$ cat config.mk
export PLATFORM = sky130hd
export DESIGN_NAME = addr_burst_seq
export DESIGN_NICKNAME = d
export VERILOG_FILES = /design/src/rtl/addr_burst_seq.sv
export SDC_FILE = /design/constraint.sdc
export NUM_CORES = 1
export LEC_CHECK = 0
export CAP_MARGIN = 20
export CORE_ASPECT_RATIO = 1.4
export CORE_UTILIZATION = 50
export CTS_CLUSTER_DIAMETER = 30
export DETAILED_ROUTE_END_ITERATION = 10
export GPL_TIMING_DRIVEN = 1
export PLACE_DENSITY = 0.79
export SLEW_MARGIN = 20
export SYNTH_ARGS = -nofsm -noshare
export SYNTH_HDL_FRONTEND = slang
export SYNTH_SLANG_ARGS = --single-unit
$ cat constraint.sdc
create_clock -name clk -period 4.5 [get_ports clk]
set_input_delay 0.9 -clock clk [delete_from_list [all_inputs] [get_ports clk]]
set_output_delay 0.9 -clock clk [all_outputs]
set_load 0.05 [all_outputs]
$ cat src/rtl/addr_burst_seq.sv
// Registered address burst sequencer: issues len addresses from start_addr over valid/ready,
// stepping +1/-1 per accepted beat. Define ADDR_BURST_WRAP_EN to let addresses wrap modulo 2^AW.
module addr_burst_seq #(
  parameter int AW = 16,
  parameter int LW = 8
) (
  input  logic          clk,
  input  logic          rst_n,
  input  logic          start,
  input  logic [AW-1:0] start_addr,
  input  logic [LW-1:0] len,
  input  logic          dir,
  output logic [AW-1:0] addr,
  output logic          addr_valid,
  input  logic          addr_ready,
  output logic          busy,
  output logic          done,
  output logic          err
);

  typedef enum logic [1:0] {S_IDLE, S_RUN, S_DONE} state_t;

  state_t        state_q, state_d;
  logic [AW-1:0] addr_q, addr_d;
  logic [LW-1:0] rem_q, rem_d;
  logic          dir_q, dir_d;
  logic          err_q, err_d;

  logic          beat_acc;
  logic          last_beat;
  logic [AW-1:0] addr_step;

  assign beat_acc  = (state_q == S_RUN) && addr_ready;
  assign last_beat = (rem_q == LW'(1));
  assign addr_step = dir_q ? (addr_q - AW'(1)) : (addr_q + AW'(1));

`ifndef ADDR_BURST_WRAP_EN
  // Next step would leave the address space: ascending from all-ones or descending from zero.
  logic at_edge;
  assign at_edge = dir_q ? (addr_q == '0) : (addr_q == '1);
`endif

  always_comb begin
    state_d = state_q;
    addr_d  = addr_q;
    rem_d   = rem_q;
    dir_d   = dir_q;
    err_d   = err_q;
    case (state_q)
      S_IDLE: begin
        if (start) begin
          err_d = 1'b0;
          if (len != '0) begin
            addr_d  = start_addr;
            rem_d   = len;
            dir_d   = dir;
            state_d = S_RUN;
          end else begin
            state_d = S_DONE;
          end
        end
      end
      S_RUN: begin
        if (beat_acc) begin
          if (last_beat) begin
            rem_d   = '0;
            state_d = S_DONE;
          end else begin
`ifdef ADDR_BURST_WRAP_EN
            addr_d = addr_step;
            rem_d  = rem_q - LW'(1);
`else
            if (at_edge) begin
              rem_d   = '0;
              err_d   = 1'b1;
              state_d = S_DONE;
            end else begin
              addr_d = addr_step;
              rem_d  = rem_q - LW'(1);
            end
`endif
          end
        end
      end
      S_DONE: begin
        state_d = S_IDLE;
      end
      default: begin
        state_d = S_IDLE;
      end
    endcase
  end

  always_ff @(posedge clk or negedge rst_n) begin
    if (!rst_n) begin
      state_q <= S_IDLE;
      addr_q  <= '0;
      rem_q   <= '0;
      dir_q   <= 1'b0;
      err_q   <= 1'b0;
    end else begin
      state_q <= state_d;
      addr_q  <= addr_d;
      rem_q   <= rem_d;
      dir_q   <= dir_d;
      err_q   <= err_d;
    end
  end

  // Outputs decode straight from registered state, so they clear the instant reset asserts.
  assign addr       = addr_q;
  assign addr_valid = (state_q == S_RUN);
  assign busy       = (state_q != S_IDLE);
  assign done       = (state_q == S_DONE);
  assign err        = err_q;

endmodule

* After elaboration in Yosys (flattened, before gate mapping)
Index checks and enable logic that the tools add are counted.
Word-level totals: bits in registers 28, output and inout bits 20
Cells by class: muxes and demuxes 25, reductions and logical operators 11, eq/ne operators 11, add/subtract/negate cells 3
Operators by type and width (number):
- $mux W16 | 6
- $mux W8 | 5
- $pmux W16 S2 | 1
- $add A16 B1 Y16 const B | 1
- $eq A16 B16 Y1 const B | 1
- $logic_not A16 Y1 | 1
- $pmux W8 S2 | 1
- $sub A16 B1 Y16 const B | 1
- $mux W2 | 5
- $eq A8 B1 Y1 const B | 1
- $ne A2 B2 Y1 const B | 4
- $reduce_bool A8 Y1 | 1
- $sub A8 B1 Y8 const B | 1
- $reduce_and A3 Y1 | 2
- $reduce_and A6 Y1 | 1
- $mux W1 | 5
- $reduce_and A5 Y1 | 1
- $ne A2 B1 Y1 const B | 2
- $pmux W2 S2 | 1
- $reduce_and A4 Y1 | 1
- $reduce_bool A2 Y1 | 2
- $ne A3 B1 Y1 const B | 1
- $eq A2 B1 Y1 const B | 1
- $eq A2 B2 Y1 const B | 1
- other kinds (3) | 3

* Depth between registers and ports, before layout
Gate-level depths: netlist (run 1).
word-level depth 6, mapped depth 9, depth with buffers taken out 8

* Least setup slack after synthesis (run 1)
No wires, ideal clock.
path kind register to register, start point reg addr_q[0], in the netlist addr[0], end point reg addr_q[8], in the netlist addr[8], period minus slack after synthesis 2.361 ns, buffers on the path 0, setup slack 2.139 ns, stages on the path, launching flop included 8, library setup time 0.125 ns, arrival time 2.236 ns, required time 4.375 ns, path through dfrtp_1 -> fa_1 -> a211oi_1 -> o21bai_1 -> o21ai_0 -> xor2_1 -> o21ai_0 -> mux2_2
On the way: cells in the longest elaborated chain, start to end 6
RTL lines:
- start, declared | line 24 | logic [AW-1:0] addr_q, addr_d;
- start signal, assigned | line 103 | addr_q <= addr_d;
- $add A16 B1 Y16 or $sub A16 B1 Y16 (tied branches) | line 35 | assign addr_step = dir_q ? (addr_q - AW'(1)) : (addr_q + AW'(1));
- $mux W16 | line 35
- $mux W16 | line 73 | if (at_edge) begin
- $mux W16 | line 65 | if (last_beat) begin
- $mux W16 | line 64 | if (beat_acc) begin
- $pmux W16 S2 | line 49 | case (state_q)
Several ways; a longest one is shown, not always the timed one. The select of a mux whose other input is x is not followed. A chain may end at the register's enable or synchronous reset.

* Worst setup path in the final report (run 1)
start point reg state_q[1], end point out addr_valid
On the way: cells in the longest elaborated chain, start to end 1
RTL lines:
- start, declared | line 23 | state_t state_q, state_d;
- start signal, assigned | line 102 | state_q <= state_d;
- $eq A2 B1 Y1 | line 112 | assign addr_valid = (state_q == S_RUN);
- end, declared | line 14 | output logic addr_valid,
No other way between the ends.

==> results.md, run 1 <==
- After synthesis, the mean cell area works out to ~8.4 µm².
- The number of pins exceeding their max-slew limit in the final report is 0.
- The transition time at the pin with the least slew margin is roughly 730 ps.
- The launching point of the worst reg2reg path is dir_q.
- The growth of design area from synthesis to finish is 25.7%.
- The wire length of the first global-routing pass is approximately 9600 µm.
- For this configuration, the core starts out at a cell density of 0.528.
- In this run the vertical extent of the chip is between 80 and 90 µm.
- The number of remaining DRC errors is 0.
- The number of gates given a new drive strength after cts is 0.
- The library cell used as clock root buffer is sky130_fd_sc_hd__clkbuf_8.
- The remaining antenna violation count after routing is 0.
- The most used flip-flop cell after synthesis is sky130_fd_sc_hd__dfrtp_1.
- The final hold violation count was 0.
- The kind of critical path is register to primary output.
- 0 antenna diodes ended up in the layout.
- In the final timing run, aggregate negative setup slack is 0 ps.
- The die covers 4830 µm².
- The number of enable-type register cells in the synthesized netlist is 0.
- The number of failing setup endpoints in the final timing report is 0.
- On the worst path, the slowest cell contributes a delay of around 900 ps.
- After clock tree synthesis, the flow added hold-fix buffers numbering 0.
- The insertion delay of the later-clocked pin in the worst-skew pair is roughly 270 ps.
- The mean number of vias per cell is between 5 and 6.
- The max capacitance violation total is 0.
- The number of cells on the worst reg-to-reg path is 7.
- The worst setup path is launched from a register.
- Walking the worst path, the cells encountered are nand2b_1, buf_4, inv_1, clkdlybuf4s50_1.
- In this run the number of H-tree levels came out at 1.
- The required time at the worst-slack endpoint is roughly 3600 ps.
- STA puts the critical path data arrival time at 2390 ps.
- Counting every instance in the synthesized netlist gives approximately 270.
- Derived from the worst setup path, the maximum achievable clock frequency is roughly 300 MHz.
- The post-detailed-placement half-perimeter wirelength is about 4400 µm.
- The hold slack is between 500 and 600 ps.
- The headroom to the max-slew limit is 0.507.
- The share of the yosys chip area belonging to registers is 0.308.
- The total routing usage reported by global routing is 0.257.
- The number of global-route vias before repair is 2,198.
- The number of nets in the synthesized netlist is between 300 and 400.
- After routing the design area is 2860 µm².
- The fraction of post-synthesis cell area in the top cell type by area is 0.308.
- The ratio of final minimum period to clock period is 0.731.
- Setup slack on the worst reg-to-reg path comes out at ~1800 ps.
- Counting flops and latches in the post-synthesis netlist gives 28.
- The share of cells above drive strength 1 is 0.0535.
- The number of distinct library cells after synthesis is 46.
- The worst hold path class is register to register.
- The area of placed instances is about 2800 µm².
- The violation count after the first detailed-routing iteration is around 130.
- The startpoint of the tightest hold check path is err.
- The clock input transition at the sequential cells of the worst setup and hold paths is 90 ps.
- Summed over all instances, the cell type with the most area after synthesis is sky130_fd_sc_hd__dfrtp_1.
- For this run, the number of Yosys warnings is 0.
- By area the synthesized netlist is led by sky130_fd_sc_hd__dfrtp_1, sky130_fd_sc_hd__ha_1, sky130_fd_sc_hd__o21ai_0.
- Buffers added to address setup during post-CTS repair amount to 0.
- Of all nets on the critical path, the largest fanout is 33.
- Including well taps, the total number of placed cells is roughly 370.
- The floorplan has 28 rows.
- Leaving out fill and tap cells, the most frequent cell in the layout is sky130_fd_sc_hd__clkdlybuf4s50_1.
- TritonCTS built the clock tree.
- The number of clock buffers inserted by TritonCTS is 3.
- The destination of the worst hold path is err.
- Buffers placed on the I/O ports in this run total 48.
- Wires add up to roughly 5700 µm.
- The worst-case clock buffer depth is 2.
- The number of nets in the layout is 365.
- The capturing element type of the critical path is a primary output.
- In the synthesized netlist the async set-or-reset flop fraction comes to 1.00.
- The area of the mapped netlist is approximately 2300 µm².
- The endpoint of the lowest-slack register-to-register path is addr[14].
- The run finished with clean final reports.
- After floorplanning, the core was sized to cover about 4300 µm².
- The routed length per instance is between 15 and 20 µm.
- The x dimension of the die is between 50 and 60 µm.
- Leaving out fill and tap cells, the most frequent cells in the layout are sky130_fd_sc_hd__clkdlybuf4s50_1, sky130_fd_sc_hd__nand2_1, sky130_fd_sc_hd__dfrtp_1.
- The routed layout has between 2,000 and 2,500 vias.
- The boundary pin count is 49.
- The post-route non-filler standard cell count is about 380.
- The final critical-path required period is approximately 3300 ps.
- The worst hold path was traced through 2 stages.
- Setup repair after global routing left no endpoint under its margin.
- The congestion estimate from routability-driven global placement came to between 0.9 and 1.
- The number of search-and-repair iterations in the first detailed-routing pass is 4.
- The overall overflow remaining after global route is 0.
- The master of the slowest instance on the critical path is sky130_fd_sc_hd__clkdlybuf4s50_1.
- Clock skew on the completed layout was measured at roughly 4.5 ps.
- The number of antenna violations at the first check in global routing is 0.
- For this design, the sink count on the clock tree is 28.
- The largest net degree at the start of global routing is 34.
synthesized netlist by cell type, drive strengths merged, types with 4 or more instances:
master	instances
nand4	9
nor3	6
a31oi	7
nand2	30
inv	8
ha	16
and2	9
nand3	4
a21oi	23
a21o	6
dfrtp	28
nor4	6
a32oi	6
o2bb2ai	6
o21ai	25
clkbuf	5
a211oi	4
mux2i	6
xnor2	7
nor2	23
critical path: cells and delay by family (launching register included):
family	cells	cell delay, ps
buffers and inverters	3	1540
and+or+nand+nor	1	150
DFF	1	430
final cells by class:
cell class,instances,area [µm²]
tap,60,75.1
multi-input combinational,227,1500
timing repair buffer,51,498
sequential,28,701
clock buffer,4,55.1
fill,401,1450
inverter,8,30.0
routing by layer:
layer / wire length, µm / share of wire / GRT usage / up-vias
met5: 0 / 0 / 0 / -
met4: 62 / 0.011 / 0.107 / 0
met3: 188 / 0.033 / 0.0205 / 6
met2: 3030 / 0.53 / 0.476 / 51
met1: 2420 / 0.42 / 0.299 / 1058
li1: - / - / - / 1105
cell families after synthesis:
logic type | after synthesis | synth area share
AND/OR/NAND/NOR | 99 | 0.212
AO/OA/AOI/OAI | 92 | 0.273
flip-flops | 28 | 0.308
adder cells (fa/ha/maj) | 17 | 0.0967
buffers and inverters | 16 | 0.0319
XOR/XNOR | 10 | 0.0385
multiplexers | 9 | 0.0412
stage by stage:
stage	utilization	setup slack [ps]
2_1_floorplan	-	2140
6_report	0.664	1210
3_3_place_gp	0.653	1550
4_1_cts	0.666	1220
5_1_grt	0.664	1100
3_5_place_dp	0.653	1510
flip-flops by register name, summed over array words and instances, names as in the netlist:
name     count
addr        16
rem_q        8
state_q      2
dir_q        1
err          1
worst max-delay path by stage:
stage	from	end	slack, ps
after floorplan	addr[0]	addr[8]	2140
after global placement	state_q[1]	addr_valid	1550
after detailed placement	len[4]	addr[2]	1510
after CTS	state_q[1]	addr_valid	1220
after global routing	state_q[1]	addr_valid	1100
final	state_q[1]	addr_valid	1210
Power of run 1 is not shown: default switching activity piles up to over one toggle a cycle in this logic, so the estimate is an artifact.
==> run 2: changes to the inputs <==
--- a/config.mk
+++ b/config.mk
@@ -7,11 +7,11 @@
 export LEC_CHECK = 0
 export CAP_MARGIN = 20
 export CORE_ASPECT_RATIO = 1.4
-export CORE_UTILIZATION = 50
+export CORE_UTILIZATION = 46
 export CTS_CLUSTER_DIAMETER = 30
 export DETAILED_ROUTE_END_ITERATION = 10
 export GPL_TIMING_DRIVEN = 1
-export PLACE_DENSITY = 0.79
+export PLACE_DENSITY = 0.76
 export SLEW_MARGIN = 20
 export SYNTH_ARGS = -nofsm -noshare
 export SYNTH_HDL_FRONTEND = slang
==> constraint.sdc (replaced) <==
create_clock -name clk -period 2.6 [get_ports clk]
set_input_delay 0.52 -clock clk [delete_from_list [all_inputs] [get_ports clk]]
set_output_delay 0.52 -clock clk [all_outputs]
set_load 0.05 [all_outputs]
==> run 2 against run 1 <==
- design area rose by 5.2%
- flip-flop and latch count did not move
- count of clock-buffer cells in the layout did not move
- hold slack improved by 6.7 ps
- setup slack got worse by 990 ps
- die area rose by 8.4%
- global-route usage fell by 1.0 points
- critical path depth rose by 3
- core utilization fell by 1.6 points
==> results.md, run 2 (synthesis results as in run 1) <==
- The finished cells cover around 3000 µm².
- The congestion estimate from routability-driven global placement came to 0.879.
- The routed length per instance is ~16 µm.
- Detailed placement ended at an HPWL of about 4700 µm.
- The number of pins exceeding their max-slew limit in the final report came to 0.
- The number of antenna violations at the first check in global routing is 0.
- Walking the worst path, the cells encountered are fa_1, a211oi_1, o21bai_1, o21ai_0, xor2_1, o21ai_0, mux2_2.
- In the layout the commonest cells are sky130_fd_sc_hd__clkdlybuf4s50_1, sky130_fd_sc_hd__nand2_1, sky130_fd_sc_hd__dfrtp_1.
- The number of nets in the layout is 381.
- The capturing element type of the critical path is a register.
- Measured on the finished design, the core utilization comes to 0.649.
- The count of cell instances traversed by the critical path is 7.
- The number of rows created at floorplan is 29.
- The number of clock sinks is 28.
- The wire length of the first global-routing pass is ~10000 µm.
- The number of diodes is 0.
- Along the worst hold path, the cell count comes to 2.
- Clock tree synthesis inserted a total of 3 buffers.
- The worst setup path is launched from a register.
- The largest net degree at the start of global routing is 29.
- The worst hold path class is register to register.
- The first detailed-routing pass took 4 iterations.
- The violation count after the first detailed-routing iteration is approximately 130.
- The count of nets left with antenna violations once routing finished came out at 0.
- The clock input transition at the sequential cells of the worst setup and hold paths is ~90 ps.
- The core footprint is approximately 4600 µm².
- The total overflow left after global routing is 0.
- Port buffering added between 40 and 50 buffers.
- The insertion delay of the later-clocked pin in the worst-skew pair is 270 ps.
- The number of cells on the worst reg-to-reg path is 7.
- The final critical-path required period is approximately 2400 ps.
- The area of placed instances is between 2000 and 3000 µm².
- Setup violations remaining at the end of the flow were counted as 0.
- The area growth from synthesis to layout is 32.3%.
- The height of the die is approximately 85 µm.
- The clock tree from TritonCTS is yes.
- The number of flip-flops in the largest register is 16.
- At the pin with the least slew margin, the transition time is 809 ps.
- In this run the deepest clock path goes through 2 buffers.
- The family with the most delay on the worst path is compound AO/OA/AOI/OAI gates.
- The flow ran to the end, and the final reports show no timing, DRC or antenna violations.
- The final hold violation count is 0.
- The most common cell after layout, fill and taps aside is sky130_fd_sc_hd__clkdlybuf4s50_1.
- The highest attainable clock frequency is ~420 MHz.
- The mean number of vias per cell is 5.91.
- Dividing the final minimum period by the clock period gives 0.915.
- The count of buffer and inverter cells on the critical path is 0.
- The headroom to the max-slew limit is 0.459.
- The initial core utilization is 0.490.
- The worst-case clock skew is around 2.4 ps.
- In the routed design, unresolved DRC markers number 0.
- Summed over all layers, the routed wires come to 6210 µm.
- The max capacitance violation total is 0.
- In the final layout, the share of cells above drive strength 1 is 0.105.
- The critical path is of the register to register type.
- The number of global-route vias before repair came to 2,271.
- The worst path arrival time is 2540 ps.
- The maximum cell stage delay along the critical path is 530 ps.
- The master of the slowest instance on the critical path is sky130_fd_sc_hd__dfrtp_2.
- Across every metal layer, demand over resource in global routing totals 0.247.
- Setup repair after global routing left no endpoint under its margin.
- The die area is roughly 5200 µm².
- The required time at the worst-slack endpoint is ~2800 ps.
- In this run the number of H-tree levels came out at 1.
- The x dimension of the die is 61.5 µm.
- The routed layout has roughly 2,300 vias.
- During I/O placement, the number of pins put on the boundary was 49.
- CTS placed an instance of sky130_fd_sc_hd__clkbuf_8 at the clock tree root.
- The most numerous cell type found on the critical path is sky130_fd_sc_hd__o21ai_0.
- For the final routed database, the setup TNS stands at 0 ps.
- The worst-path maximum fanout is 13.
[run 2: what timing repair did]
action / 4_1_cts / 5_1_grt
endpoints found under the setup margin: 8 / 5
pin swaps: 1 / 1
resized for setup: 1 / 1
setup buffers: 0 / 4
gates cloned: 1 / 0
hold buffers: 0 / 0
[run 2: routing by layer]
metal	track usage	up-vias	part of all wire
met5	0	-	0
met4	0.0889	0	0.025
met3	0.0244	18	0.037
met2	0.434	68	0.53
met1	0.302	1112	0.41
li1	-	1142	-
[run 2: tightest hold or removal path: stages (launching register included)]
cell and delay (ps):
sky130_fd_sc_hd__dfrtp_1 350, sky130_fd_sc_hd__o21ai_0 80, sky130_fd_sc_hd__nand2_1 60
[run 2: per-stage QoR]
| step | setup slack [ps] | hold WS (ps) | std cells |
|---|---|---|---|
| 3_5_place_dp | -399 | 509 | 387 |
| 2_1_floorplan | 239 | 224 | 271 |
| 5_1_grt | 40.5 | 554 | 396 |
| 4_1_cts | 98.1 | 531 | 392 |
| 3_3_place_gp | -314 | 481 | 387 |
| 6_report | 221 | 512 | 396 |
[run 2: final timing paths]
check / start / endpoint / slack (ps)
max: dir_q / addr[8] / 220
min: err / err / 510
max reg2reg: dir_q / addr[8] / 220
min reg2reg: err / err / 510
max in group asynchronous: rst_n / dir_q / 1700
min in group asynchronous: rst_n / rem_q[1] / 610
[run 2: final cells by class]
cell class              instances  area, µm²
repair buffers                 66        626
multi-input cells             228       1520
fillers                       442       1630
clock buffers                   4       55.1
inverters                       8       30.0
flip-flops and latches         28        702
well taps                      62       77.6
Power of run 2 is left out for the same reason.
